[src/rtl/ctrl_pkg.sv]
// Shared constants for the control pipeline: default sizes, writeback-select codes
// and the hard-wired zero register index.
package ctrl_pkg;

  localparam int DEF_WIDTH = 4;
  localparam int DEF_DEPTH = 2;
  localparam int DEF_RW    = 5;

  localparam int REG_ZERO  = 0;

  typedef enum logic [1:0] {
    WB_ALU = 2'd0,
    WB_MEM = 2'd1,
    WB_PC4 = 2'd2,
    WB_IMM = 2'd3
  } wb_sel_e;

endpackage

[src/rtl/ctrl_pipe_n_if.sv]
// Bundle between decode/hazard logic (master) and the control pipeline (slave).
interface ctrl_pipe_n_if #(
  parameter int WIDTH = ctrl_pkg::DEF_WIDTH,
  parameter int DEPTH = ctrl_pkg::DEF_DEPTH,
  parameter int RW    = ctrl_pkg::DEF_RW
) ();
  import ctrl_pkg::*;

  logic                  in_valid;
  logic                  in_we;
  logic [RW-1:0]         in_rd;
  logic [WIDTH-1:0]      in_ctrl;
  logic [DEPTH-1:0]      stall;
  logic [DEPTH-1:0]      flush;
  logic [RW-1:0]         rs1;
  logic [RW-1:0]         rs2;

  logic [DEPTH-1:0]      stage_valid;
  logic [DEPTH-1:0]      stage_we;
  logic [DEPTH*RW-1:0]   stage_rd;
  logic                  out_valid;
  logic                  out_we;
  logic [RW-1:0]         out_rd;
  logic [WIDTH-1:0]      out_ctrl;
  logic [DEPTH-1:0]      hit1;
  logic [DEPTH-1:0]      hit2;

  modport master (
    output in_valid, in_we, in_rd, in_ctrl, stall, flush, rs1, rs2,
    input  stage_valid, stage_we, stage_rd, out_valid, out_we, out_rd, out_ctrl, hit1, hit2
  );

  modport slave (
    input  in_valid, in_we, in_rd, in_ctrl, stall, flush, rs1, rs2,
    output stage_valid, stage_we, stage_rd, out_valid, out_we, out_rd, out_ctrl, hit1, hit2
  );

endinterface

[src/rtl/ctrl_pipe_slot.sv]
// One control-pipeline stage: applies reset, flush, hold, bubble and load in that
// priority order.
module ctrl_pipe_slot
  import ctrl_pkg::*;
#(
  parameter int WIDTH = DEF_WIDTH,
  parameter int RW    = DEF_RW
) (
  input  logic             clk,
  input  logic             rst,
  input  logic             hold_i,
  input  logic             prev_hold_i,
  input  logic             flush_i,
  input  logic             src_valid_i,
  input  logic             src_we_i,
  input  logic [RW-1:0]    src_rd_i,
  input  logic [WIDTH-1:0] src_ctrl_i,
  output logic             valid_o,
  output logic             we_o,
  output logic [RW-1:0]    rd_o,
  output logic [WIDTH-1:0] ctrl_o
);

  logic             valid_q, valid_d;
  logic             we_q, we_d;
  logic [RW-1:0]    rd_q, rd_d;
  logic [WIDTH-1:0] ctrl_q, ctrl_d;

  always_comb begin
    valid_d = valid_q;
    we_d    = we_q;
    rd_d    = rd_q;
    ctrl_d  = ctrl_q;
    if (flush_i) begin
      // a flushed slot still tracks its payload unless the stage is frozen
      valid_d = 1'b0;
      we_d    = 1'b0;
      if (!hold_i) begin
        rd_d   = src_rd_i;
        ctrl_d = src_ctrl_i;
      end
    end else if (hold_i) begin
      valid_d = valid_q;
    end else if (prev_hold_i) begin
      valid_d = 1'b0;
      we_d    = 1'b0;
      rd_d    = '0;
      ctrl_d  = '0;
    end else begin
      valid_d = src_valid_i;
      we_d    = src_we_i;
      rd_d    = src_rd_i;
      ctrl_d  = src_ctrl_i;
    end
  end

  always_ff @(posedge clk) begin
    if (rst) begin
      valid_q <= 1'b0;
      we_q    <= 1'b0;
      rd_q    <= '0;
      ctrl_q  <= '0;
    end else begin
      valid_q <= valid_d;
      we_q    <= we_d;
      rd_q    <= rd_d;
      ctrl_q  <= ctrl_d;
    end
  end

  assign valid_o = valid_q;
  assign we_o    = we_q;
  assign rd_o    = rd_q;
  assign ctrl_o  = ctrl_q;

endmodule

[src/rtl/ctrl_pipe_n.sv]
// DEPTH-stage control pipeline with stall/flush, gated write-enables and
// per-stage RAW-hazard match outputs.
module ctrl_pipe_n
  import ctrl_pkg::*;
#(
  parameter int WIDTH = DEF_WIDTH,
  parameter int DEPTH = DEF_DEPTH,
  parameter int RW    = DEF_RW
) (
  input  logic             clk,
  input  logic             rst,
  ctrl_pipe_n_if.slave     bus
);

  logic [DEPTH-1:0] hold;
  logic [DEPTH-1:0] valid_s;
  logic [DEPTH-1:0] we_s;
  logic [RW-1:0]    rd_s   [DEPTH];
  logic [WIDTH-1:0] ctrl_s [DEPTH];

  // a stall anywhere downstream freezes every earlier stage
  always_comb begin
    hold = '0;
    hold[DEPTH-1] = bus.stall[DEPTH-1];
    for (int i = DEPTH - 2; i >= 0; i--) begin
      hold[i] = bus.stall[i] | hold[i+1];
    end
  end

  for (genvar i = 0; i < DEPTH; i++) begin : g_slot
    logic             src_valid;
    logic             src_we;
    logic [RW-1:0]    src_rd;
    logic [WIDTH-1:0] src_ctrl;
    logic             prev_hold;

    if (i == 0) begin : g_head
      assign src_valid = bus.in_valid;
      assign src_we    = bus.in_we & bus.in_valid;
      assign src_rd    = bus.in_rd;
      assign src_ctrl  = bus.in_ctrl;
      assign prev_hold = 1'b0;
    end else begin : g_body
      assign src_valid = valid_s[i-1];
      assign src_we    = we_s[i-1];
      assign src_rd    = rd_s[i-1];
      assign src_ctrl  = ctrl_s[i-1];
      assign prev_hold = hold[i-1];
    end

    ctrl_pipe_slot #(.WIDTH(WIDTH), .RW(RW)) u_slot (
      .clk         (clk),
      .rst         (rst),
      .hold_i      (hold[i]),
      .prev_hold_i (prev_hold),
      .flush_i     (bus.flush[i]),
      .src_valid_i (src_valid),
      .src_we_i    (src_we),
      .src_rd_i    (src_rd),
      .src_ctrl_i  (src_ctrl),
      .valid_o     (valid_s[i]),
      .we_o        (we_s[i]),
      .rd_o        (rd_s[i]),
      .ctrl_o      (ctrl_s[i])
    );
  end

  logic [DEPTH-1:0]    gated_we;
  logic [DEPTH*RW-1:0] rd_flat;
  logic [DEPTH-1:0]    hit1_c;
  logic [DEPTH-1:0]    hit2_c;

  always_comb begin
    gated_we = valid_s & we_s;
    rd_flat  = '0;
    hit1_c   = '0;
    hit2_c   = '0;
    for (int i = 0; i < DEPTH; i++) begin
      rd_flat[i*RW +: RW] = rd_s[i];
      hit1_c[i] = gated_we[i] && (rd_s[i] == bus.rs1) && (bus.rs1 != RW'(REG_ZERO));
      hit2_c[i] = gated_we[i] && (rd_s[i] == bus.rs2) && (bus.rs2 != RW'(REG_ZERO));
    end
  end

  assign bus.stage_valid = valid_s;
  assign bus.stage_we    = gated_we;
  assign bus.stage_rd    = rd_flat;
  assign bus.out_valid   = valid_s[DEPTH-1];
  assign bus.out_we      = gated_we[DEPTH-1];
  assign bus.out_rd      = rd_s[DEPTH-1];
  assign bus.out_ctrl    = ctrl_s[DEPTH-1];
  assign bus.hit1        = hit1_c;
  assign bus.hit2        = hit2_c;

endmodule

[src/flat_wrapper.sv]
// flat-port wrapper written by rule: the top's interface ports become plain ports
module ctrl_pipe_n_flat import ctrl_pkg::*;
#(
  parameter int WIDTH = DEF_WIDTH,
  parameter int DEPTH = DEF_DEPTH,
  parameter int RW    = DEF_RW
)
  (clk, rst, bus_in_valid, bus_in_we, bus_in_rd, bus_in_ctrl, bus_stall, bus_flush, bus_rs1, bus_rs2, bus_stage_valid, bus_stage_we, bus_stage_rd, bus_out_valid, bus_out_we, bus_out_rd, bus_out_ctrl, bus_hit1, bus_hit2);
  ctrl_pipe_n_if #(.WIDTH(WIDTH), .DEPTH(DEPTH), .RW(RW)) bus_i ();
  input  logic clk;
  input  logic rst;
  input wire logic [$bits(bus_i.in_valid)-1:0] bus_in_valid;
  input wire logic [$bits(bus_i.in_we)-1:0] bus_in_we;
  input wire logic [$bits(bus_i.in_rd)-1:0] bus_in_rd;
  input wire logic [$bits(bus_i.in_ctrl)-1:0] bus_in_ctrl;
  input wire logic [$bits(bus_i.stall)-1:0] bus_stall;
  input wire logic [$bits(bus_i.flush)-1:0] bus_flush;
  input wire logic [$bits(bus_i.rs1)-1:0] bus_rs1;
  input wire logic [$bits(bus_i.rs2)-1:0] bus_rs2;
  output wire logic [$bits(bus_i.stage_valid)-1:0] bus_stage_valid;
  output wire logic [$bits(bus_i.stage_we)-1:0] bus_stage_we;
  output wire logic [$bits(bus_i.stage_rd)-1:0] bus_stage_rd;
  output wire logic [$bits(bus_i.out_valid)-1:0] bus_out_valid;
  output wire logic [$bits(bus_i.out_we)-1:0] bus_out_we;
  output wire logic [$bits(bus_i.out_rd)-1:0] bus_out_rd;
  output wire logic [$bits(bus_i.out_ctrl)-1:0] bus_out_ctrl;
  output wire logic [$bits(bus_i.hit1)-1:0] bus_hit1;
  output wire logic [$bits(bus_i.hit2)-1:0] bus_hit2;
  assign bus_i.in_valid = bus_in_valid;
  assign bus_i.in_we = bus_in_we;
  assign bus_i.in_rd = bus_in_rd;
  assign bus_i.in_ctrl = bus_in_ctrl;
  assign bus_i.stall = bus_stall;
  assign bus_i.flush = bus_flush;
  assign bus_i.rs1 = bus_rs1;
  assign bus_i.rs2 = bus_rs2;
  assign bus_stage_valid = bus_i.stage_valid;
  assign bus_stage_we = bus_i.stage_we;
  assign bus_stage_rd = bus_i.stage_rd;
  assign bus_out_valid = bus_i.out_valid;
  assign bus_out_we = bus_i.out_we;
  assign bus_out_rd = bus_i.out_rd;
  assign bus_out_ctrl = bus_i.out_ctrl;
  assign bus_hit1 = bus_i.hit1;
  assign bus_hit2 = bus_i.hit2;
  ctrl_pipe_n #(.WIDTH(WIDTH), .DEPTH(DEPTH), .RW(RW)) u_core (.clk(clk), .rst(rst), .bus(bus_i));
endmodule
[config.mk]
export PLATFORM = sky130hd
export DESIGN_NAME = ctrl_pipe_n_flat
export DESIGN_NICKNAME = d
export VERILOG_FILES = /design/src/rtl/ctrl_pkg.sv /design/src/rtl/ctrl_pipe_n_if.sv /design/src/rtl/ctrl_pipe_slot.sv /design/src/rtl/ctrl_pipe_n.sv /design/src/flat_wrapper.sv
export SDC_FILE = /design/constraint.sdc
export NUM_CORES = 1
export LEC_CHECK = 0
export ABC_AREA = 1
export BUFFER_PORTS_ARGS = -buffer_cell sky130_fd_sc_hd__buf_2
export CAP_MARGIN = 15
export CORE_ASPECT_RATIO = 0.5
export CORE_UTILIZATION = 41
export DETAILED_ROUTE_END_ITERATION = 6
export GPL_ROUTABILITY_DRIVEN = 0
export GPL_TIMING_DRIVEN = 1
export PLACE_DENSITY_LB_ADDON = 0.12
export SYNTH_ARGS = -nofsm -noshare
export SYNTH_HDL_FRONTEND = slang
export SYNTH_SLANG_ARGS = --single-unit
[constraint.sdc]
create_clock -name clk -period 1.15 [get_ports clk]
set_input_delay 0.115 -clock clk [delete_from_list [all_inputs] [get_ports clk]]
set_output_delay 0.115 -clock clk [all_outputs]
set_load 0.005 [all_outputs]
==> results of run 1 <==
what timing repair did:
| action | CTS | global route |
|---|---|---|
| gates cloned | 0 | 0 |
| endpoints found under the setup margin | 4 | 4 |
| buffers inserted | 7 | 0 |
| hold buffers | 0 | 0 |
| gates resized for setup | 26 | 6 |
| pin swaps | 3 | 3 |
cells in the mapped netlist:
master / n
nand2_1: 71
nor2_1: 28
inv_1: 23
a21oi_1: 22
dfxtp_1: 22
o21ai_0: 17
buf_4: 8
nand3_1: 7
buf_1: 1
buf_2: 1
buf_6: 1
inv_2: 1
inv_4: 1
nand2_4: 1
nor2_4: 1
o21ai_1: 1
or2_2: 1
worst paths after layout:
path | end | start | cells after the start | slack, ns
worst max-delay path | bus_hit2[0] | u_core.g_slot[0].u_slot.rd_o[3] | 5 | -0.12
worst min register to register | u_core.g_slot[1].u_slot.ctrl_o[3] | u_core.g_slot[0].u_slot.ctrl_o[3] | 2 | 0.46
worst min-delay path | u_core.g_slot[0].u_slot.ctrl_o[0] | bus_in_ctrl[0] | 3 | 0.07
worst max register to register | u_core.g_slot[1].u_slot.rd_o[0] | u_core.g_slot[1].u_slot.rd_o[0] | 3 | 0.36
critical path, cell delays in order, from the launching register on:
cell and delay (ns):
dfxtp_2 0.37, inv_2 0.06, a21oi_2 0.13, nand3_1 0.10
nor2_1 0.11, buf_2 0.12
cells by family (layout without fill, tap and decap cells):
logic type             after synthesis  in the layout
AO/OA/AOI/OAI                       40             40
flip-flops                          22             22
AND/OR/NAND/NOR                    109            109
buffers and inverters               36             94
cells in the final DEF, fill, tap and decap left out, types with 3 or more instances in the layout:
cell,Yosys,layout
clkbuf_8,0,3
buf_4,8,9
dfxtp_4,0,3
buf_2,1,55
inv_2,1,8
o21ai_0,17,17
nor2_1,28,27
a21oi_1,22,19
dfxtp_1,22,10
a21oi_2,0,3
dfxtp_2,0,9
inv_1,23,15
nand2_1,71,68
nand3_1,7,7
state kept, by name, summed over array words and instances, names as in the netlist:
register / count
u_core.g_slot.u_slot.we_o: 2
u_core.g_slot.u_slot.ctrl_o: 8
u_core.g_slot.u_slot.rd_o: 10
u_core.g_slot.u_slot.valid_o: 2
layout make-up:
class / count / area, um^2 / area share
timing repair buffer: 65 / 363 / 0.213
clock inverter: 1 / 30.0 / 0.0176
clock buffer: 3 / 41.3 / 0.0242
inverter: 25 / 98.8 / 0.0580
multi-input combinational: 149 / 662 / 0.388
tap: 37 / 46.3 / 0.0272
sequential: 22 / 463 / 0.272
through the flow:
stage,instances,total power [W],util,worst slack [ns]
global placement,291,0.00118,0.556,0.101
global route,302,0.00202,0.620,-0.220
CTS,302,0.00193,0.613,-0.114
detailed placement,291,0.00118,0.556,0.0891
floorplan,207,0.00104,-,0.258
finish,302,0.00192,0.620,-0.121
per-layer routing:
layer  share of wire  track usage  wire [um]
met5               0            0          0
met4          0.0036       0.0402         12
met3           0.061       0.0600        207
met2            0.45        0.389       1510
met1            0.49        0.257       1640
where the power goes:
group          switching, W  internal, W  leakage [nW]
Combinational      0.000197     0.000154         0.712
Sequential        0.0000401     0.000803         0.187
Clock              0.000262     0.000465        0.0357
==> results.yml, run 1 <==
status:
  run_status: "complete, but fails checks"
  violations: "negative setup slack"
global_routing:
  globalRouteOverflowTotal: 0
  antenna_found_initial: 0
  gr-usage-all-layers: 0.211
  grt_pass1_wl_mm: 4.95
  grt_pass1_vias: 1114
  grt_max_degree: 20
clock_network:
  insertion_delay_ns: 0.26
  htree_levels: 1
  clock_sinks: 22
  clockRootBuffer: "clkbuf_8"
  tritoncts: "done"
  clk_path_buf_depth: 2
  clk_pin_slew_worst_paths_ns: 0.08
  numCtsBuffers: 3
timing:
  relSlewSlack: 0.809
  fin_skew_ns: 0.00143
  finalSetupTns_ns: -0.423
  layout_worst_path_cycle_share: 1.11
  setup_violations: 4
  rsz0062_at_grt: "yes"
  worst_pin_slew_ns: 0.286
  worst_slack_ns: -0.121
  hold_viol: 0
  holdWs_ns: 0.0678
  max_freq_ghz: 0.787
  min_period_ns: 1.27
  maxSlewViolCount: 0
yosys:
  synth_top_area_share: 0.352
  synth_seq_area_share: 0.352
  yosys.area_share.simple: 0.348
  synthXorXnorAreaFrac: 0
  syn_area_um2: 1250
  yosysTopAreaCell: "dfxtp_1"
  synth_top_family_by_area: "simple AND/OR/NAND/NOR gates"
  synth_area_per_cell_um2: 6.05
  syn-num-nets: 234
  synthMuxAreaShare: 0
  synth_cell_types: 17
  synth-compound-area-share: 0.160
  synthCells: 207
  synthAdderAreaFrac: 0
  synthTopCellsByArea: "dfxtp_1, nand2_1, a21oi_1"
  yosys_warnings: 0
  ys_ff_latch: 22
critical_path:
  critPathLaunchType: "register"
  path_max_fanout: 4
  arrival_ns: 1.16
  crit_type: "reg2out"
  end_kind: "primary output"
  worstPathRequired_ns: 1.03
final_layout:
  postLayoutCellArea_um2: 1700
  fillers: 277
  drive_gt1_frac: 0.381
  nets: 293
  insertedDiodeCount: 0
  syn_to_final_growth_pct: 36.1
floorplanning:
  die_h_um: 41.1
  core_area_um2: 2750
  placementRows: 13
  die_area_um2: 3290
  ioPinCount: 56
  die_w_um: 80.2
  start_util: 0.456
pwr:
  cellLeakagePower_nw: 0.934
  powerDensity_nw_per_um2: 1130
  vdd_drop_max_v: 0.000576
routing:
  wirelength_mm: 3.37
  vias_per_cell: 4.77
  routed-via-count: 1442
  drtIter0Drc: 54
  ant_nets: 0
  wire_per_inst_um: 11.2
  firstDrtPassIters: 4
  drt_drc_violations_left: 0
hold_path:
  min_path_type: "in2reg"
place:
  hpwl_mm: 2.44
  port_buffers: 55
  post_dp_cell_area_um2: 1530
flow_run:
  drv_cap: 0
Note: power is estimated with default switching activity, not from simulation.
==> run 2, diff against run 1 <==
CORE_ASPECT_RATIO = 2   (was 0.5)
==> results.yml, run 2 (synthesized netlist as in run 1, its figures left out) <==
critical_path:
  cp_slowest_stage_delay_ns: 0.36
  path_delay_family: "flip-flops"
  path_max_fanout: 4
  cp_slowest_cell: "dfxtp_4"
  arrival_ns: 1.16
  critPathLaunchType: "register"
  crit_type: "reg2out"
  crit_buf_inv: 2
  worstPathRequired_ns: 1.03
  path_cells: "buf_4 > a21oi_1 > nand3_1 > nor2_1 > buf_2"
  r2r_slack_ns: 0.36
  end_kind: "primary output"
global_routing:
  grt_pass1_wl_mm: 4.96
  antenna_found_initial: 0
  grt_max_degree: 20
  gr-usage-all-layers: 0.224
  globalRouteOverflowTotal: 0
  grt_pass1_vias: 1244
routing:
  drtIter0Drc: 38
  wire_per_inst_um: 11.2
  ant_nets: 0
  vias_per_cell: 4.82
  firstDrtPassIters: 4
  drt_drc_violations_left: 0
  wirelength_mm: 3.33
  routed-via-count: 1432
hold_path:
  min_path_type: "in2reg"
final_layout:
  final_cell_mix: "nand2_1, buf_2, nor2_1"
  drive_gt1_frac: 0.390
  nets: 295
  utilization: 0.578
  insertedDiodeCount: 0
  final_common_cell: "nand2_1"
  largest_register_ffs: 10
  fin_cells: 297
  syn_to_final_growth_pct: 35.8
pwr:
  finalPower_w: 0.00191
  powerDensity_nw_per_um2: 1120
  cellLeakagePower_nw: 0.929
  vdd_drop_max_v: 0.000987
timing:
  worst_pin_slew_ns: 0.245
  relSlewSlack: 0.836
  min_period_ns: 1.28
  layout_worst_path_cycle_share: 1.11
  maxSlewViolCount: 0
  fin_skew_ns: 0.00482
  rsz0062_at_grt: "yes"
  worst_slack_ns: -0.130
  setup_violations: 4
  max_freq_ghz: 0.781
  hold_viol: 0
clock_network:
  clock_sinks: 22
  clk_pin_slew_worst_paths_ns: 0.08
  htree_levels: 1
  numCtsBuffers: 3
  clk_path_buf_depth: 2
  tritoncts: "done"
  insertion_delay_ns: 0.26
  clockRootBuffer: "clkbuf_8"
place:
  hpwl_mm: 2.60
  place_inst: 284
  port_buffers: 55
floorplanning:
  placementRows: 28
  start_util: 0.426
  die_h_um: 80.2
  die_area_um2: 3290
  ioPinCount: 56
  die_w_um: 41.1
  core_area_um2: 2940
status:
  run_status: "complete, but fails checks"
  violations: "negative setup slack"
flow_run:
  drv_cap: 0
## run 2: changes by cell type in the layout (fill, tap and decap cells not counted), sizes merged
cell | before | now
buf | 65 | 67
## run 2: area by class of cell
type	count	area, um^2
fillers	338	1240
clock inverters	1	30.0
inverters	25	98.8
flip-flops and latches	22	469
multi-input cells	149	658
repair buffers	67	365
well taps	30	37.5
clock buffers	3	41.3
## run 2: what timing repair did
| item | CTS | global route |
|---|---|---|
| resized for setup | 20 | 14 |
| setup endpoints to repair | 4 | 4 |
| setup buffers | 3 | 6 |
| hold buffers | 0 | 0 |
| pin swaps | 5 | 11 |
## run 2: layer usage
metal	up-vias	global-route usage	share of wire
met5	-	0	0
met4	0	0.100	0.018
met3	5	0.0166	0.029
met2	37	0.434	0.58
met1	633	0.201	0.37
li1	757	-	-
## run 2: power breakdown
part	total (W)	switching [W]	internal (W)
clock	0.000717	0.000252	0.000465
combinational	0.000354	0.000197	0.000157
sequential	0.000839	0.0000376	0.000801
total	0.00191	0.000487	0.00142
## run 2: worst paths after layout
| path | start | to | cells past startpoint |
|---|---|---|---|
| setup / recovery | u_core.g_slot[1].u_slot.rd_o[3] | bus_hit1[1] | 5 |
| hold / removal | bus_in_ctrl[2] | u_core.g_slot[0].u_slot.ctrl_o[2] | 3 |
| setup reg to reg | u_core.g_slot[1].u_slot.rd_o[2] | u_core.g_slot[1].u_slot.rd_o[2] | 3 |
| hold reg to reg | u_core.g_slot[0].u_slot.ctrl_o[3] | u_core.g_slot[1].u_slot.ctrl_o[3] | 2 |
## run 2: metrics by stage
stage / area, um^2 / hold WS, ns / setup WS (ns) / setup TNS (ns)
detailed placement: 1510 / 0.341 / 0.0699 / 0
CTS: 1630 / 0.0633 / -0.142 / -0.478
finish: 1700 / 0.0654 / -0.130 / -0.411
floorplan: 1250 / 0.250 / 0.258 / 0
global route: 1700 / 0.0611 / -0.240 / -0.829
global placement: 1510 / 0.335 / 0.0752 / 0
## run 2: worst reg2reg max path: stages, from the launching register on
cell     delay, ns
dfxtp_4       0.37
buf_4         0.13
o21ai_0       0.14
a21oi_1       0.05
==> run 3, diff against run 2 <==
ABC_AREA = default   (was 1)
CTS_BUF_LIST = sky130_fd_sc_hd__clkbuf_8   (was default)
==> results.yml, run 3 <==
floorplanning:
  die_area_um2: 3160
  placementRows: 27
  core_area_um2: 2770
  die_w_um: 40.2
  ioPinCount: 56
  start_util: 0.433
  die_h_um: 78.5
critical_path:
  path_max_fanout: 2
  worstPathRequired_ns: 1.03
  end_kind: "primary output"
  reg2reg_from: "u_core.g_slot[0].u_slot.we_o"
  startpoint: "u_core.g_slot[0].u_slot.rd_o[2]"
  cp_slowest_stage_delay_ns: 0.35
  critPathLaunchType: "register"
  path_cells: "buf_6 > xnor2_2 > nand2_1 > nor4_2 > buf_2"
  crit_type: "reg2out"
  cp_slowest_cell: "dfxtp_4"
  arrival_ns: 1.38
global_routing:
  globalRouteOverflowTotal: 0
  gr-usage-all-layers: 0.237
  grt_max_degree: 23
  grt_busiest_layer: "met2"
  antenna_found_initial: 0
  gr-usage-met3: 0.0198
  grt_pass1_wl_mm: 5.32
  grt_pass1_vias: 1275
  grtUsageMet2: 0.490
  met1_usage: 0.209
final_layout:
  insertedDiodeCount: 0
  fillers: 258
  largest_register_ffs: 10
  nets: 255
  drive_gt1_frac: 0.551
  postLayoutCellArea_um2: 1830
  final_common_cell: "buf_2"
  syn_to_final_growth_pct: 52.5
  final_cell_mix: "buf_2, nand2_1, buf_4"
timing:
  maxSlewViolCount: 0
  fin_skew_ns: 0.000968
  worst_slack_ns: -0.348
  max_freq_ghz: 0.667
  layout_worst_path_cycle_share: 1.30
  setup_violations: 4
  relSlewSlack: 0.733
  min_period_ns: 1.50
  hold_viol: 0
  worst_pin_slew_ns: 0.400
  finalSetupTns_ns: -1.17
  rsz0062_at_grt: "yes"
clock_network:
  numCtsBuffers: 3
  clk_pin_slew_worst_paths_ns: 0.07
  insertion_delay_ns: 0.26
  htree_levels: 1
  clock_sinks: 22
  clk_path_buf_depth: 2
  tritoncts: "done"
  clockRootBuffer: "clkbuf_8"
yosys:
  yosys_warnings: 0
  synth_top_area_share: 0.367
  syn-num-nets: 174
  syn_area_um2: 1200
  synthTopCellsByArea: "dfxtp_1, nand2_1, a21oi_1"
  synth_area_per_cell_um2: 8.15
  async_reset_ff_frac: 0
  synthMostInstantiatedCell: "nand2_1"
  synthFlopType: "dfxtp_1"
  ys_ff_latch: 22
  synthTopCellsByCount: "nand2_1, dfxtp_1, a21oi_1"
  synth_edf_count: 0
  synth_cell_types: 26
  yosysTopAreaCell: "dfxtp_1"
  synthCells: 147
  synth_seq_area_share: 0.367
pwr:
  powerDensity_nw_per_um2: 911
  vdd_drop_max_v: 0.000872
  cellLeakagePower_nw: 0.845
routing:
  drt_drc_violations_left: 0
  ant_nets: 0
  routed-via-count: 1330
  drtIter0Drc: 29
  vias_per_cell: 5.20
  wirelength_mm: 3.56
  wire_per_inst_um: 13.9
  firstDrtPassIters: 6
flow_run:
  drv_cap: 0
status:
  run_status: "complete, but fails checks"
  violations: "negative setup slack"
hold_path:
  min_path_type: "in2reg"
  hold_start: "bus_flush[0]"
place:
  port_buffers: 55
  hpwl_mm: 2.76
  post_dp_cell_area_um2: 1650
==> run 3: worst max-delay path, delay by kind of cell, from the launching register on <==
| kind | cells | cell delay, ns |
|---|---|---|
| simple gates | 2 | 0.39 |
| flops | 1 | 0.35 |
| buf+inv | 2 | 0.27 |
| xor+xnor | 1 | 0.11 |
==> run 3: what timing repair did <==
| action | in CTS | in global routing |
|---|---|---|
| setup buffers | 4 | 0 |
| pin swaps | 11 | 0 |
| hold endpoints to repair | 0 | 0 |
| endpoints found under the setup margin | 4 | 4 |
| hold buffers | 0 | 0 |
| gates resized for setup | 24 | 4 |
==> run 3: worst paths after layout <==
path	end	slack (ns)	depth (start not counted)
worst max-delay path	bus_hit2[0]	-0.35	5
worst min-delay path	u_core.g_slot[0].u_slot.valid_o	0.02	2
worst max register to register	u_core.g_slot[1].u_slot.we_o	0.21	4
worst min register to register	u_core.g_slot[1].u_slot.ctrl_o[0]	0.46	2
==> run 3: layout make-up <==
type	instances	area (um^2)	share of cell area
clock buffers	4	55.1	0.0301
inverters	10	37.5	0.0205
multi-input cells	101	688	0.376
flip-flops and latches	22	462	0.253
well taps	29	36.3	0.0198
repair buffers	90	549	0.300
==> run 3: layer usage <==
metal	vias up	wire length, um
met4	0	51
met2	52	2080
met1	605	1260
met5	-	0
met3	6	159
li1	667	-
==> run 3: metrics by stage <==
step	util	worst slack [ns]	hold slack, ns	std cells	power [W]
after floorplan	-	0.00235	0.188	147	0.000953
after global placement	0.596	-0.137	0.292	248	0.00110
after detailed placement	0.596	-0.268	0.299	248	0.00111
after CTS	0.652	-0.351	0.0242	256	0.00167
after global routing	0.660	-0.399	0.0298	256	0.00173
final	0.660	-0.348	0.0244	256	0.00166
==> run 3: kinds of logic after synthesis <==
kind of cell	after synthesis	synth area share
flops	22	0.367
simple gates	50	0.219
buf+inv	24	0.109
compound gates	38	0.209
xor+xnor	12	0.0877
mux	1	0.00835
==> run 3: where the power goes <==
part | leakage, nW | switching (W) | internal (W)
sequential | 0.185 | 0.0000182 | 0.000780
combinational | 0.632 | 0.000160 | 0.000166
clock | 0.0288 | 0.000236 | 0.000305
total | 0.845 | 0.000414 | 0.00125
